$ cat config.mk
export PLATFORM = sky130hd
export DESIGN_NAME = alarm_ctrl
export DESIGN_NICKNAME = d
export VERILOG_FILES = /design/src/rtl/alarm_ctrl.sv
export SDC_FILE = /design/constraint.sdc
export NUM_CORES = 1
export LEC_CHECK = 0
export ABC_CLOCK_PERIOD_IN_PS = 5490
export BUFFER_PORTS_ARGS = -buffer_cell sky130_fd_sc_hd__buf_2
export CAP_MARGIN = 5
export CELL_PAD_IN_SITES_DETAIL_PLACEMENT = 0
export CELL_PAD_IN_SITES_GLOBAL_PLACEMENT = 1
export CORE_MARGIN = 2
export CORE_UTILIZATION = 51
export CTS_CLUSTER_DIAMETER = 40
export DETAILED_ROUTE_END_ITERATION = 10
export PLACE_DENSITY_LB_ADDON = 0.2
export SYNTH_ARGS = -nofsm -noshare
export SYNTH_HDL_FRONTEND = slang
export SYNTH_SLANG_ARGS = --single-unit
$ cat constraint.sdc
create_clock -name Clk -period 5.49 [get_ports Clk]
set_input_delay 0.8235 -clock Clk [delete_from_list [all_inputs] [get_ports Clk]]
set_output_delay 0.8235 -clock Clk [all_outputs]
set_load 0.01 [all_outputs]
$ cat src/rtl/alarm_ctrl.sv
`timescale 1ns/1ps
// alarm_ctrl: central sequencer for the alarm clock.
// Owns the 1 Hz prescaler, time-of-day and alarm registers, and the
// set/ring/snooze state machine. Everything runs on Clk; the per-second
// work is qualified by the registered Tick enable.
// Optional snooze support is compiled in when ALARM_SNOOZE_EN is defined;
// without it the SNOOZE state does not exist and Inc while ringing is ignored.
module alarm_ctrl #(
    parameter int TICK_DIV   = 50000000,
    parameter int RING_SEC   = 60,
    parameter int SNOOZE_SEC = 300
) (
    input  logic       Clk,
    input  logic       Rst_n,
    input  logic       Mode,
    input  logic       Inc,
    input  logic       Stop,
    input  logic       AlarmOn,
    output logic       Tick,
    output logic [4:0] DispHr,
    output logic [5:0] DispMin,
    output logic [5:0] Sec,
    output logic [2:0] State,
    output logic       Buzz
);

    localparam int PC_W   = $clog2(TICK_DIV);
    localparam int RT_MAX = (RING_SEC > SNOOZE_SEC) ? RING_SEC : SNOOZE_SEC;
    localparam int RT_W   = $clog2(RT_MAX + 1);

    localparam logic [PC_W-1:0] PC_LAST   = PC_W'(TICK_DIV - 1);
    localparam logic [PC_W-1:0] PC_PRE    = PC_W'(TICK_DIV - 2);
    localparam logic [RT_W-1:0] RING_LAST = RT_W'(RING_SEC - 1);
`ifdef ALARM_SNOOZE_EN
    localparam logic [RT_W-1:0] SNZ_LAST  = RT_W'(SNOOZE_SEC - 1);
`endif

    localparam logic [2:0] S_RUN     = 3'd0;
    localparam logic [2:0] S_SET_HR  = 3'd1;
    localparam logic [2:0] S_SET_MIN = 3'd2;
    localparam logic [2:0] S_ALM_HR  = 3'd3;
    localparam logic [2:0] S_ALM_MIN = 3'd4;
    localparam logic [2:0] S_RING    = 3'd5;
`ifdef ALARM_SNOOZE_EN
    localparam logic [2:0] S_SNOOZE  = 3'd6;
`endif

    // prescaler
    logic [PC_W-1:0] r_pc;
    logic            r_tick;

    // time of day and alarm registers
    logic [4:0] r_hr, r_ahr;
    logic [5:0] r_min, r_sec, r_amin;

    // state machine
    logic [2:0]      r_state, w_state_nxt;
    logic [RT_W-1:0] r_rt, w_rt_nxt;
    logic            r_buzz, w_buzz_nxt;
    logic            r_aon_d;

    // resolved button pulses and helpers
    logic       w_mode, w_inc, w_aon_fall, w_trig, w_time_run;
    logic [5:0] w_sec_adv, w_min_adv, w_min_inc, w_amin_inc;
    logic [4:0] w_hr_adv, w_hr_inc, w_ahr_inc;

    // Stop beats Mode beats Inc; the losers are simply dropped.
    assign w_mode     = Mode & ~Stop;
    assign w_inc      = Inc & ~Stop & ~Mode;
    assign w_aon_fall = r_aon_d & ~AlarmOn;

    // modular increments of each field
    assign w_hr_inc   = (r_hr   == 5'd23) ? 5'd0 : r_hr   + 5'd1;
    assign w_min_inc  = (r_min  == 6'd59) ? 6'd0 : r_min  + 6'd1;
    assign w_ahr_inc  = (r_ahr  == 5'd23) ? 5'd0 : r_ahr  + 5'd1;
    assign w_amin_inc = (r_amin == 6'd59) ? 6'd0 : r_amin + 6'd1;

    // time one second ahead, with carries
    assign w_sec_adv = (r_sec == 6'd59) ? 6'd0 : r_sec + 6'd1;
    assign w_min_adv = (r_sec == 6'd59) ? w_min_inc : r_min;
    assign w_hr_adv  = (r_sec == 6'd59 && r_min == 6'd59) ? w_hr_inc : r_hr;

    // clock keeps running everywhere except while the time itself is being set
    assign w_time_run = r_tick && (r_state != S_SET_HR) && (r_state != S_SET_MIN);

    // alarm fires on the tick that lands exactly on ahr:amin:00
    assign w_trig = (r_state == S_RUN) && AlarmOn && r_tick &&
                    (w_hr_adv == r_ahr) && (w_min_adv == r_amin) && (w_sec_adv == 6'd0);

    // prescaler: Tick is registered so it is high while pc sits at TICK_DIV-1
    always_ff @(posedge Clk or negedge Rst_n) begin
        if (!Rst_n) begin
            r_pc   <= '0;
            r_tick <= 1'b0;
        end else begin
            r_pc   <= (r_pc == PC_LAST) ? '0 : r_pc + PC_W'(1);
            r_tick <= (r_pc == PC_PRE);
        end
    end

    // time-of-day and alarm field updates
    always_ff @(posedge Clk or negedge Rst_n) begin
        if (!Rst_n) begin
            r_hr   <= '0;
            r_min  <= '0;
            r_sec  <= '0;
            r_ahr  <= '0;
            r_amin <= '0;
        end else begin
            if (r_state == S_SET_HR && w_inc) begin
                r_hr <= w_hr_inc;
            end else if (r_state == S_SET_MIN && w_inc) begin
                // setting minutes restarts the second count
                r_min <= w_min_inc;
                r_sec <= 6'd0;
            end else if (w_time_run) begin
                r_sec <= w_sec_adv;
                r_min <= w_min_adv;
                r_hr  <= w_hr_adv;
            end
            // alarm fields edit independently of the running clock
            if (r_state == S_ALM_HR && w_inc)
                r_ahr <= w_ahr_inc;
            if (r_state == S_ALM_MIN && w_inc)
                r_amin <= w_amin_inc;
        end
    end

    // state register, ring timer and registered outputs
    always_ff @(posedge Clk or negedge Rst_n) begin
        if (!Rst_n) begin
            r_state <= S_RUN;
            r_rt    <= '0;
            r_buzz  <= 1'b0;
            r_aon_d <= 1'b0;
        end else begin
            r_state <= w_state_nxt;
            r_rt    <= w_rt_nxt;
            r_buzz  <= w_buzz_nxt;
            r_aon_d <= AlarmOn;
        end
    end

    // next-state and ring-timer logic
    always_comb begin
        w_state_nxt = r_state;
        w_rt_nxt    = r_rt;
        case (r_state)
            S_RUN: begin
                // an alarm hit outranks a Mode pulse in the same cycle so it is never lost
                if (w_trig) begin
                    w_state_nxt = S_RING;
                    w_rt_nxt    = '0;
                end else if (w_mode) begin
                    w_state_nxt = S_SET_HR;
                end
            end
            S_SET_HR:  if (w_mode) w_state_nxt = S_SET_MIN;
            S_SET_MIN: if (w_mode) w_state_nxt = S_ALM_HR;
            S_ALM_HR:  if (w_mode) w_state_nxt = S_ALM_MIN;
            S_ALM_MIN: if (w_mode) w_state_nxt = S_RUN;
            S_RING: begin
                // Mode doubles as Stop while the alarm is active
                if (Stop || Mode || w_aon_fall) begin
                    w_state_nxt = S_RUN;
                    w_rt_nxt    = '0;
`ifdef ALARM_SNOOZE_EN
                end else if (w_inc) begin
                    w_state_nxt = S_SNOOZE;
                    w_rt_nxt    = '0;
`endif
                end else if (r_tick) begin
                    if (r_rt == RING_LAST) begin
                        w_state_nxt = S_RUN;
                        w_rt_nxt    = '0;
                    end else begin
                        w_rt_nxt = r_rt + RT_W'(1);
                    end
                end
            end
`ifdef ALARM_SNOOZE_EN
            S_SNOOZE: begin
                if (Stop || Mode) begin
                    w_state_nxt = S_RUN;
                    w_rt_nxt    = '0;
                end else if (r_tick) begin
                    if (r_rt == SNZ_LAST) begin
                        w_state_nxt = S_RING;
                        w_rt_nxt    = '0;
                    end else begin
                        w_rt_nxt = r_rt + RT_W'(1);
                    end
                end
            end
`endif
            default: begin
                w_state_nxt = S_RUN;
                w_rt_nxt    = '0;
            end
        endcase
    end

    // output decode: buzzer follows the next state, display muxes alarm vs time
    always_comb begin
        w_buzz_nxt = (w_state_nxt == S_RING);
        if (r_state == S_ALM_HR || r_state == S_ALM_MIN) begin
            DispHr  = r_ahr;
            DispMin = r_amin;
        end else begin
            DispHr  = r_hr;
            DispMin = r_min;
        end
    end

    assign Tick  = r_tick;
    assign Sec   = r_sec;
    assign State = r_state;
    assign Buzz  = r_buzz;

endmodule

==> out/qor.csv <==
metric,value,unit
remaining_drc_errors,0,
count_of_flip_flops_with_a_built_in_enable_after_synthesis,0,
fin_worst_skew,11.37,ps
post_synth_inst_count,477,
globalRouteTotalUtil,0.2226,
status,"complete, no violations",
startpoint_type,register,
dieHeight,96.18,um
top_area_cells_in_the_synthesized_netlist,"sky130_fd_sc_hd__dfrtp_1 40%, sky130_fd_sc_hd__xnor2_1 4.6%, sky130_fd_sc_hd__nand2_1 4.3%",
routed_via_density,5.816,
synth-main-ff-cell,sky130_fd_sc_hd__dfrtp_1,
drive_gt1_frac,0.1509,
regToRegSetupSlack,2290,ps
antenna_cells,0,
setup_total_negative_slack,0,ps
synth_top_area_cell,sky130_fd_sc_hd__dfrtp_1,
insertion_delay,340,ps
setup_repair_after_global_routing_missed_its_margin,false,
grt_overflow,0,
gpl.final_weighted_congestion,0.8132,
synthDistinctLibCells,62,
yosys.area.top_type_share,0.3985,
cts_post_setup_buffers_inserted,0,
dieArea,0.009250,mm2
worstSetupEndpoint,DispHr[1],
power_density,334.5,mW/mm2
global_route.peak_usage_layer,met2,
floorplan.core_area,0.008217,mm2
grtUsageMet1,0.3350,
clock_tree.buffer_depth,2,
grt_pass1_vias,3243,
setup-violations-final,0,
worstPathRequired,4670,ps
maxSlewHeadroom,0.2874,
final-hold-violation-count,0,
cts.reportedPaths.clkPinSlew,80,ps
grt_pass1_wl,15990,um
worst_r2r_path_depth,9,
critical_path.endpoint_type,output port,
cts_hold_buffers,0,
antenna_found_initial,0,
min_period_over_period,0.5974,
report.final.slew_viol_count,0,
rr_startpoint,r_min[1],
cts_resized,0,
layout.cells.most_common_list,"69 x sky130_fd_sc_hd__dfrtp_1, 50 x sky130_fd_sc_hd__nand2_1, 40 x sky130_fd_sc_hd__nor2_1, 31 x sky130_fd_sc_hd__nand3_1, 28 x sky130_fd_sc_hd__o21ai_0",
cellLeakagePower,2.127,nW
cts.htree.levels,3,
crit-reg2reg-capture,r_rt[0],
floorplan.initialDensity,0.5273,
layout-area-overhead-vs-synth,8.432,%
synthesis.yosys.warnings,0,
wl_per_cell,15.95,um
setup.worst_path.start,State[0],
buffer_cell_driving_the_clock_tree_root,sky130_fd_sc_hd__clkbuf_8,
post-route-worst-setup-slack,2210,ps
globalRouteMet3Util,0.02741,
syn-cell-area,0.004333,mm2
drt-total-wl,9600,um
vdd_ir_drop_max,0.0001807,V
path_class,reg2out,
num_rows,33,
cap_violations,0,
io-pin-count,28,
synth.net_count,492,
tightest_slew,1062,ps
clock_sink_count,69,
cts_buffers,9,
synth.yosys.seq_area_share,0.3985,
min-delay-path-class,reg2reg,
dp_worst_setup_slack,2335,ps
numPlacedInstances,586,
grtUsageMet2,0.3368,
grt_max_degree,70,
synthArstFlopShare,1.000,
final_core_utilization,0.5718,
worstPathMaxFanout,14,
vias,3501,
fp.dieW,96.18,um
drt_iter0_markers,194,
cts_tree,done,
timing.critical_path.arrival,2460,ps
synth_seq_cells,69,
synthesis.area_per_instance,9.084,um2
layout_commonest_cell,sky130_fd_sc_hd__dfrtp_1,
drt-pass1-iter-count,5,
placement.io_buffers,27,
fin_cells,602,
fmax,304.9,MHz
layout_min_cycle_time,3280,ps
drt.antenna.violating_nets,0,
place.detailed.hpwl,6728,um
final_nets,507,
per-stage QoR:
stage	hold WS, ps	total power, W	instance area (um2)
floorplan	438.1	0.001024	4333
global placement	458.2	0.001147	4498
detailed placement	461.6	0.001155	4498
CTS	479.2	0.001584	4698
global route	511.1	0.001677	4698
finish	471.9	0.001572	4698
power by group:
group / total (W) / switching [W] / leakage (nW) / internal [W]
Clock: 0.000424 / 0.000201 / 0.0959 / 0.000223
Combinational: 0.000447 / 0.000239 / 1.11 / 0.000208
Sequential: 0.000700 / 0.000135 / 0.920 / 0.000565
worst min path at each step:
stage,to,start,depth (start not counted)
after global placement,r_pc[6],r_pc[6],1
after floorplan,r_pc[6],r_pc[6],1
after global routing,r_pc[6],r_pc[6],1
after CTS,r_pc[6],r_pc[6],1
after detailed placement,r_pc[6],r_pc[6],1
final,r_pc[6],r_pc[6],1
logic make-up (layout without fill, tap and decap cells):
group	count (synthesis)	count (layout)	share of synthesized area
AND/OR/NAND/NOR	207	207	0.2636
AO/OA/AOI/OAI	90	90	0.1320
flip-flops	69	69	0.3985
buffers and inverters	40	60	0.04216
XOR/XNOR	37	37	0.07479
multiplexers	25	25	0.06295
adder cells (fa/ha/maj)	9	9	0.02599
registers in the layout, summed over array words and instances (netlist names):
signal   flops
r_pc        26
r_rt         9
Sec          6
r_amin       6
r_min        6
r_ahr        5
r_hr         5
State        3
Buzz         1
Tick         1
r_aon_d      1
area by class of cell:
cell class                      instances  area [um2]
Clock inverter                          5       58.81
Sequential cell                        69        1727
Inverter                               14       52.55
Timing Repair Buffer                   30       157.7
Multi-Input combinational cell        368        2430
Tap cell                              105       131.4
Fill cell                             764        3518
Clock buffer                           11       141.4
synth_stat cells (3+ instances only):
| cell type | n |
|---|---|
| sky130_fd_sc_hd__dfrtp_1 | 69 |
| sky130_fd_sc_hd__nand2_1 | 50 |
| sky130_fd_sc_hd__nor2_1 | 40 |
| sky130_fd_sc_hd__nand3_1 | 31 |
| sky130_fd_sc_hd__o21ai_0 | 28 |
| sky130_fd_sc_hd__xnor2_1 | 23 |
| sky130_fd_sc_hd__a21oi_1 | 18 |
| sky130_fd_sc_hd__mux2_2 | 16 |
| sky130_fd_sc_hd__clkbuf_1 | 14 |
| sky130_fd_sc_hd__inv_1 | 14 |
| sky130_fd_sc_hd__xor2_1 | 14 |
| sky130_fd_sc_hd__and3_1 | 13 |
| sky130_fd_sc_hd__nand4_1 | 13 |
| sky130_fd_sc_hd__a21o_1 | 9 |
| sky130_fd_sc_hd__ha_1 | 9 |
| sky130_fd_sc_hd__buf_2 | 8 |
| sky130_fd_sc_hd__nand2b_1 | 8 |
| sky130_fd_sc_hd__nor3_1 | 8 |
| sky130_fd_sc_hd__a31oi_1 | 7 |
| sky130_fd_sc_hd__mux2i_1 | 7 |
| sky130_fd_sc_hd__o21ai_1 | 6 |
| sky130_fd_sc_hd__and2_1 | 4 |
| sky130_fd_sc_hd__nor2b_1 | 4 |
| sky130_fd_sc_hd__nor4_1 | 4 |
| sky130_fd_sc_hd__o211ai_1 | 4 |
| sky130_fd_sc_hd__or3_1 | 4 |
| sky130_fd_sc_hd__nand3b_1 | 3 |
| sky130_fd_sc_hd__nor3b_1 | 3 |
| sky130_fd_sc_hd__o31ai_1 | 3 |
critical path: stages, from the launching register on:
cell and delay [ps]:
sky130_fd_sc_hd__dfrtp_1 610, sky130_fd_sc_hd__nand2_1 100, sky130_fd_sc_hd__o21ai_1 830, sky130_fd_sc_hd__mux2_2 430
sky130_fd_sc_hd__buf_2 140
routing by layer:
metal / vias to the layer above / wire length [um]
met5: - / 0
met4: 0 / 81
met3: 10 / 331
met2: 63 / 4381
met1: 1695 / 4805
li1: 1733 / -
Power figures use the tool's default switching activity.
